<file path="config.mk">
export PLATFORM = sky130hd
export DESIGN_NAME = read_channel_axi
export DESIGN_NICKNAME = d
export VERILOG_FILES = /design/src/rtl/read_channel_axi.sv
export SDC_FILE = /design/constraint.sdc
export NUM_CORES = 1
export LEC_CHECK = 0
export CORE_MARGIN = 2
export CORE_UTILIZATION = 22
export CTS_CLUSTER_DIAMETER = 120
export DETAILED_ROUTE_END_ITERATION = 6
export GPL_TIMING_DRIVEN = 0
export PLACE_DENSITY = 0.83
export SLEW_MARGIN = 20
export SYNTH_ARGS = -nofsm -noshare
export SYNTH_HDL_FRONTEND = slang
export SYNTH_SLANG_ARGS = --single-unit
</file>
<file path="constraint.sdc">
create_clock -name clk -period 1.45 [get_ports clk]
set_clock_uncertainty 0.15 [all_clocks]
set_input_delay 0.2175 -clock clk [delete_from_list [all_inputs] [get_ports clk]]
set_output_delay 0.2175 -clock clk [all_outputs]
set_load 0.03 [all_outputs]
</file>
<file path="src/rtl/read_channel_axi.sv">
// AXI4 read-side line-fill channel: one INCR burst per cache line,
// each beat streamed into the data memory, full refetch on any error beat.
module read_channel_axi #(
  parameter int FE_ADDR_W = 32,
  parameter int FE_DATA_W = 32,
  parameter int BE_ADDR_W = FE_ADDR_W,
  parameter int BE_DATA_W = FE_DATA_W,
  parameter int BE_NBYTES = BE_DATA_W / 8,
  parameter int BE_BYTE_W = $clog2(BE_NBYTES),
  parameter int LINE2BE_W = 2,
  parameter int AXI_ID_W  = 1,
  parameter int AXI_ID    = 0,
  localparam int WORD_W   = (LINE2BE_W > 0) ? LINE2BE_W : 1,
  localparam int OFF_W    = BE_BYTE_W + LINE2BE_W
) (
  input  logic                           clk,
  input  logic                           reset,
  input  logic                           valid,
  input  logic [FE_ADDR_W-OFF_W-1:0]     addr,
  output logic                           ready,
  output logic                           mem_we,
  output logic [WORD_W-1:0]              mem_word,
  output logic [BE_DATA_W-1:0]           mem_wdata,
  output logic                           axi_arvalid,
  output logic [BE_ADDR_W-1:0]           axi_araddr,
  output logic [7:0]                     axi_arlen,
  output logic [2:0]                     axi_arsize,
  output logic [1:0]                     axi_arburst,
  output logic                           axi_arlock,
  output logic [3:0]                     axi_arcache,
  output logic [2:0]                     axi_arprot,
  output logic [3:0]                     axi_arqos,
  output logic [AXI_ID_W-1:0]            axi_arid,
  input  logic                           axi_arready,
  input  logic                           axi_rvalid,
  input  logic [BE_DATA_W-1:0]           axi_rdata,
  input  logic [1:0]                     axi_rresp,
  input  logic                           axi_rlast,
  output logic                           axi_rready
);

  localparam logic [1:0] IDLE = 2'd0;
  localparam logic [1:0] ADDR = 2'd1;
  localparam logic [1:0] READ = 2'd2;

  logic [1:0]        state_q, state_d;
  logic [WORD_W-1:0] cnt_q, cnt_d;
  logic              err_q, err_d;
  logic              beat;
  logic              bad;

  assign beat = (state_q == READ) && axi_rvalid;
  assign bad  = (axi_rresp != 2'b00);

  always_comb begin
    state_d = state_q;
    cnt_d   = cnt_q;
    err_d   = err_q;
    case (state_q)
      IDLE: begin
        if (valid) begin
          state_d = ADDR;
          cnt_d   = '0;
          err_d   = 1'b0;
        end
      end
      ADDR: begin
        if (axi_arready) state_d = READ;
      end
      READ: begin
        if (beat) begin
          cnt_d = (LINE2BE_W == 0) ? '0 : cnt_q + 1'b1;
          err_d = err_q | bad;
          // a poisoned line is refetched in full, never patched
          if (axi_rlast) begin
            if (err_q || bad) begin
              state_d = ADDR;
              cnt_d   = '0;
              err_d   = 1'b0;
            end else begin
              state_d = IDLE;
            end
          end
        end
      end
      default: state_d = IDLE;
    endcase
  end

  always_ff @(posedge clk or posedge reset) begin
    if (reset) begin
      state_q <= IDLE;
      cnt_q   <= '0;
      err_q   <= 1'b0;
    end else begin
      state_q <= state_d;
      cnt_q   <= cnt_d;
      err_q   <= err_d;
    end
  end

  assign ready       = (state_q == IDLE);
  assign axi_arvalid = (state_q == ADDR);
  assign axi_rready  = (state_q == READ);
  assign mem_we      = beat;
  assign mem_word    = cnt_q;
  assign mem_wdata   = axi_rdata;

  assign axi_araddr  = BE_ADDR_W'({addr, {OFF_W{1'b0}}});
  assign axi_arlen   = 8'((1 << LINE2BE_W) - 1);
  assign axi_arsize  = 3'(BE_BYTE_W);
  assign axi_arburst = 2'b01;
  assign axi_arlock  = 1'b0;
  assign axi_arcache = 4'b0011;
  assign axi_arprot  = 3'b000;
  assign axi_arqos   = 4'b0000;
  assign axi_arid    = AXI_ID_W'(AXI_ID);

endmodule

</file>
# Word-level counts from Yosys, hierarchy flattened
# Index checks and enable logic that the tools add are counted.
[word_totals]
register_bits = 5
inputBits = 68
[classes]
addsub = 1
n_eq_ne = 6
n_mux = 16
bitwise_logic = 1
reduce_logical = 7
[ops]
columns = ["cell", "n"]
rows = [
  ["$mux 2", 8],
  ["$ne 2x2->1 const B", 3],
  ["$pmux 2 s3", 1],
  ["$mux 1", 5],
  ["$pmux 2 s2", 1],
  ["$reduce_and 4->1", 1],
  ["$reduce_bool 2->1", 2],
  ["$reduce_and 3->1", 1],
  ["$add 2x1->2 const B", 1],
  ["$eq 2x1->1 const B", 1],
  ["$eq 2x2->1 const B", 1],
  ["$logic_not 2->1", 1],
  ["$ne 2x1->1 const B", 1],
  ["$pmux 1 s2", 1],
  ["$logic_and 1x1->1", 1],
  ["$logic_or 1x1->1", 1],
  ["$or 1x1->1", 1],
]

# Longest topological paths before layout
[logic_depth]
depth_word = 6
depth_mapped = 3
ltp_nobuf = 3

# Worst setup path after synthesis
# OpenSTA, ideal clock, no wires.
[synth_path]
path_type = "register to output"
startpoint = "register state_q[1]"
endpoint = "output port mem_we"
arrival_time_ns = 1.149
path_slack_ns = -0.067
path_stages_with_launch = 3
n_path_buf = 0
cell_sequence = "dfrtp_1 nor2b_2 and2_1"
[synth_between]
elab_chain_cells = 2
[synth_rtl]
columns = ["element", "line", "rtl"]
rows = [
  ["from (decl)", "46", "logic [1:0] state_q, state_d;"],
  ["from (signal assigned)", "96", "state_q <= state_d;"],
  ["$eq 2x2->1", "n/a", ""],
  ["named net axi_rready", "39", "output logic axi_rready"],
  ["$logic_and 1x1->1", "52", "assign beat = (state_q == READ) && axi_rvalid;"],
  ["to (decl)", "21", "output logic mem_we,"],
]
# The timed path passes the listed nets, and every way through them passes these cells.

# Worst setup path in the final report
[layout_path]
startpoint = "register state_q[1]"
endpoint = "output port mem_we"
[layout_between]
elab_chain_cells = 2
[layout_rtl]
columns = ["element", "line"]
rows = [
  ["$eq 2x2->1", "52"],
  ["$logic_and 1x1->1", "52"],
]
# Every way passes these cells.

==> flow_results.org <==
** Yosys
- Number of warning messages in the yosys log :: 0
- Number of distinct library cells after synthesis :: 21
- Of the total synthesized cell area, the portion taken by AND, OR, NAND and NOR gates is 0.0845.
- Of all flip-flops after synthesis, the portion carrying an async set or reset was 1.00.
- Most used DFF post-synth :: sky130_fd_sc_hd__dfrtp_1
- A synthesized cell averages approximately 7.9 um^2.
- Compound-gate portion of the synthesized area :: 0.0572
- The synthesized design contains 0 enable-type register cells.
- Post-Synth Adder-Cell Area :: 0
- Cell count after synthesis :: about 120
- After synthesis, the largest family of logic cells by area is buffers and inverters.
- Netlist Area Pre-Place :: 962 um^2
- Area share of xor/xnor cells in the synthesized design :: 0
- Multiplexer share of the synthesized area :: 0.0104
- Synthesis-stage register bit count :: 5
- Post-synthesis sequential area ratio :: 0.130

** Placed design
- Routability cong. :: roughly 0.75
- Post-Place Cells :: 275
- Detailed Place HPWL :: 2.30 mm
- Placement Cell Area :: approximately 1900 um^2
- Buffers placed on the I/O ports in this run total 73.

** Cells and area
- Share of final-layout standard cells stronger than drive strength 1 :: 0.461
- Finished layout cell area :: 1950 um^2
- Area growth, synth to finish :: 102%
- Measured on the finished design, the core utilization comes to 0.453.
- After the flow finishes, the layout carries non-filler instances totaling 282.
- Top library cells by usage in the layout, fill and taps aside :: sky130_fd_sc_hd__buf_4, sky130_fd_sc_hd__clkdlybuf4s50_1, sky130_fd_sc_hd__conb_1
- Layout Nets :: around 300
- The library cell used most frequently in the layout, excluding fill and tap cells, is sky130_fd_sc_hd__buf_4.
- The repair_antennas step left the layout with diodes totalling 0.

** Power
- Overall Power :: 1.79 mW
- The share of total power dissipated in combinational logic is 0.700.
- Internal portion of total power :: a little under 1 mW
- NetSw :: 0.793 mW
- The share of total power dissipated in sequential elements is 0.156.
- Max rail drop VDD :: 0.326 mV
- In this run the static leakage power is about 1.0 nW.
- Power spread over the standard cell area amounts to 918 nW/um^2.
- Clock network power share :: 0.144
- Of the total power, the share spent switching nets is 0.444.

** STA
- The worst path in the final design needs a cycle of around 1500 ps, including I/O delays and setup.
- Final Hold Violating Endpoints :: 0
- Final setup slack of the worst path :: -10.3 ps
- Highest clock frequency the design can meet :: 685 MHz
- Setup violations remaining at the end of the flow were counted as 1.
- Setup repair after global routing could not meet its margin everywhere.
- Number of pins with negative max-slew slack in the final report :: 0
- Of the available clock period, the critical path in the final layout requires 1.01.

** Clocking
- Clock buffer depth :: 2
- Buffers inserted during clock tree synthesis total 3.
- Clock tree from TritonCTS :: done
- Clk_lat worst skew :: 220 ps
- The clock net in this run drives a total of 5 sinks.
- Count of hold buffers inserted by post-cts repair :: 0
- H-tree Lvls :: 1
- CTS placed an instance of sky130_fd_sc_hd__clkbuf_8 at the clock tree root.
- Worst-path clk slew :: 30 ps

** Floorplanning
- The total area inside the core boundary comes to 4290 um^2.
- Initial cell density of the core :: 0.224
- During I/O placement, the number of pins put on the boundary was between 150 and 200.
- Measured along the x axis, the die boundary spans 70.1 um.
- The floorplan has 24 rows.
- From bottom edge to top edge, the die measures 70.1 um.
- The die covers 4920 um^2.

** Setup path
- Critical path endpoint category :: primary output
- Along the worst path, the maximum fanout reaches 7.
- Critical path data arrival time :: 1090 ps
- Required time reported for the critical path endpoint :: approximately 1100 ps
- Setup slack on the worst reg-to-reg path comes out at approximately 70 ps.
- The worst setup path is of the flip-flop to primary output kind.
- The worst setup path is launched from a flip-flop.

** Route
- Post-route antenna net violation count :: 0
- Routed vias/inst :: 3.45
- Wire length after detailed routing :: 2.49 mm
- In this run, the number of DRC markers left after iteration 0 of detailed routing was 11.
- Post-route DRC violation count :: 0
- Total number of vias :: 973
- In the final routed layout, each cell accounts on average for 8.83 um.
- For this run, the detailed router's first-pass iteration total came to 4.

** Global routing
- In the global route stage, met3 resource usage came out at 0.0476.
- The initial antenna violation count came to 0.
- Global route total overflow :: 0
- Entering global routing, the biggest net connects 10 pins.
- In the global route stage, overall resource usage came out at 0.0932.
- Peak-usage layer in the global routing report :: met2
- In the global route stage, met2 resource usage came out at 0.180.
- GRT met1 Usage :: 0.0737
- The first global-routing pass estimated between 3 and 4 mm of wire.
- The via count of the first global-routing pass was 912.

** Flow run
- Count of max-cap constraint violations :: 0

** Outcome
- Failing checks :: negative setup slack
- Run status :: complete, but fails checks

** Worst hold path
- In this run the worst hold path is classified as input port to async pin.
==> cells in the mapped netlist (2+ instances only) <==
library cell	n	area, um^2
sky130_fd_sc_hd__a21oi_1	2	10.0
sky130_fd_sc_hd__or3_1	2	12.5
sky130_fd_sc_hd__nor2_1	2	7.51
sky130_fd_sc_hd__nand2b_1	2	12.5
sky130_fd_sc_hd__conb_1	2	7.51
sky130_fd_sc_hd__buf_4	90	676
sky130_fd_sc_hd__o21ai_0	2	10.0
sky130_fd_sc_hd__nor2b_1	2	12.5
sky130_fd_sc_hd__dfrtp_1	5	125
sky130_fd_sc_hd__inv_1	2	7.51
==> power by group through the flow <==
stage | registers [mW] | clock network [mW] | logic [mW]
after global routing | 0.292 | 0.279 | 1.33
after floorplan | 0.302 | 0 | 0.776
after CTS | 0.293 | 0.265 | 1.14
after global placement | 0.283 | 0 | 1.16
final | 0.278 | 0.257 | 1.25
after detailed placement | 0.288 | 0 | 1.17
==> stage by stage <==
| step | setup WS, ps | hold slack, ps | setup TNS, ps |
|---|---|---|---|
| after global routing | -77.5 | 75.7 | -208 |
| after detailed placement | -469 | 292 | -2030 |
| final | -10.3 | 52.0 | -10.3 |
| after global placement | -472 | 278 | -1940 |
| after floorplan | 48.1 | -154 | 0 |
| after CTS | -56.1 | 60.3 | -56.1 |
==> area by class of cell <==
type	count	area, um^2
timing repair buffer	76	749
sequential	5	128
buffer	90	676
fill	443	2350
multi-input combinational	53	275
tap	52	65.1
inverter	2	7.51
clock buffer	4	45.0
==> cells by family after synthesis <==
kind of cell	Yosys count
and+or+nand+nor	14
other	2
muxes	1
DFF	5
buffers and inverters	92
AOI/OAI and AO/OA	8
==> layer usage <==
| metal | part of all wire | vias up |
|---|---|---|
| li1 | - | 477 |
| met1 | 0.26 | 399 |
| met2 | 0.53 | 92 |
| met3 | 0.19 | 5 |
| met4 | 0.014 | 0 |
| met5 | 0 | - |
==> worst paths after layout <==
path                            startpoint     endpoint  cells after the start
worst max register to register  state_q[1]  mem_word[1]                      3
max in group asynchronous            reset   state_q[0]                      2
worst max-delay path            state_q[1]       mem_we                      3
worst min-delay path                 reset  mem_word[1]                      2
min in group clk                     err_q        err_q                      1
worst min register to register       err_q        err_q                      1
==> flip-flops by register name, summed over array words and instances, names as in the netlist <==
name	count
mem_word	2
state_q	2
err_q	1
==> critical path, stage by stage, from the launching register on <==
cell and delay, ps:
sky130_fd_sc_hd__dfrtp_2 440, sky130_fd_sc_hd__nor2b_4 150, sky130_fd_sc_hd__and2_4 150, sky130_fd_sc_hd__buf_6 130
==> what timing repair did <==
| action | CTS | global route |
|---|---|---|
| gates resized for setup | 26 | 8 |
| gates cloned | 0 | 0 |
| buffers inserted | 1 | 2 |
| endpoints found under the setup margin | 7 | 6 |
No activity file was read; power rests on OpenSTA's default activity.
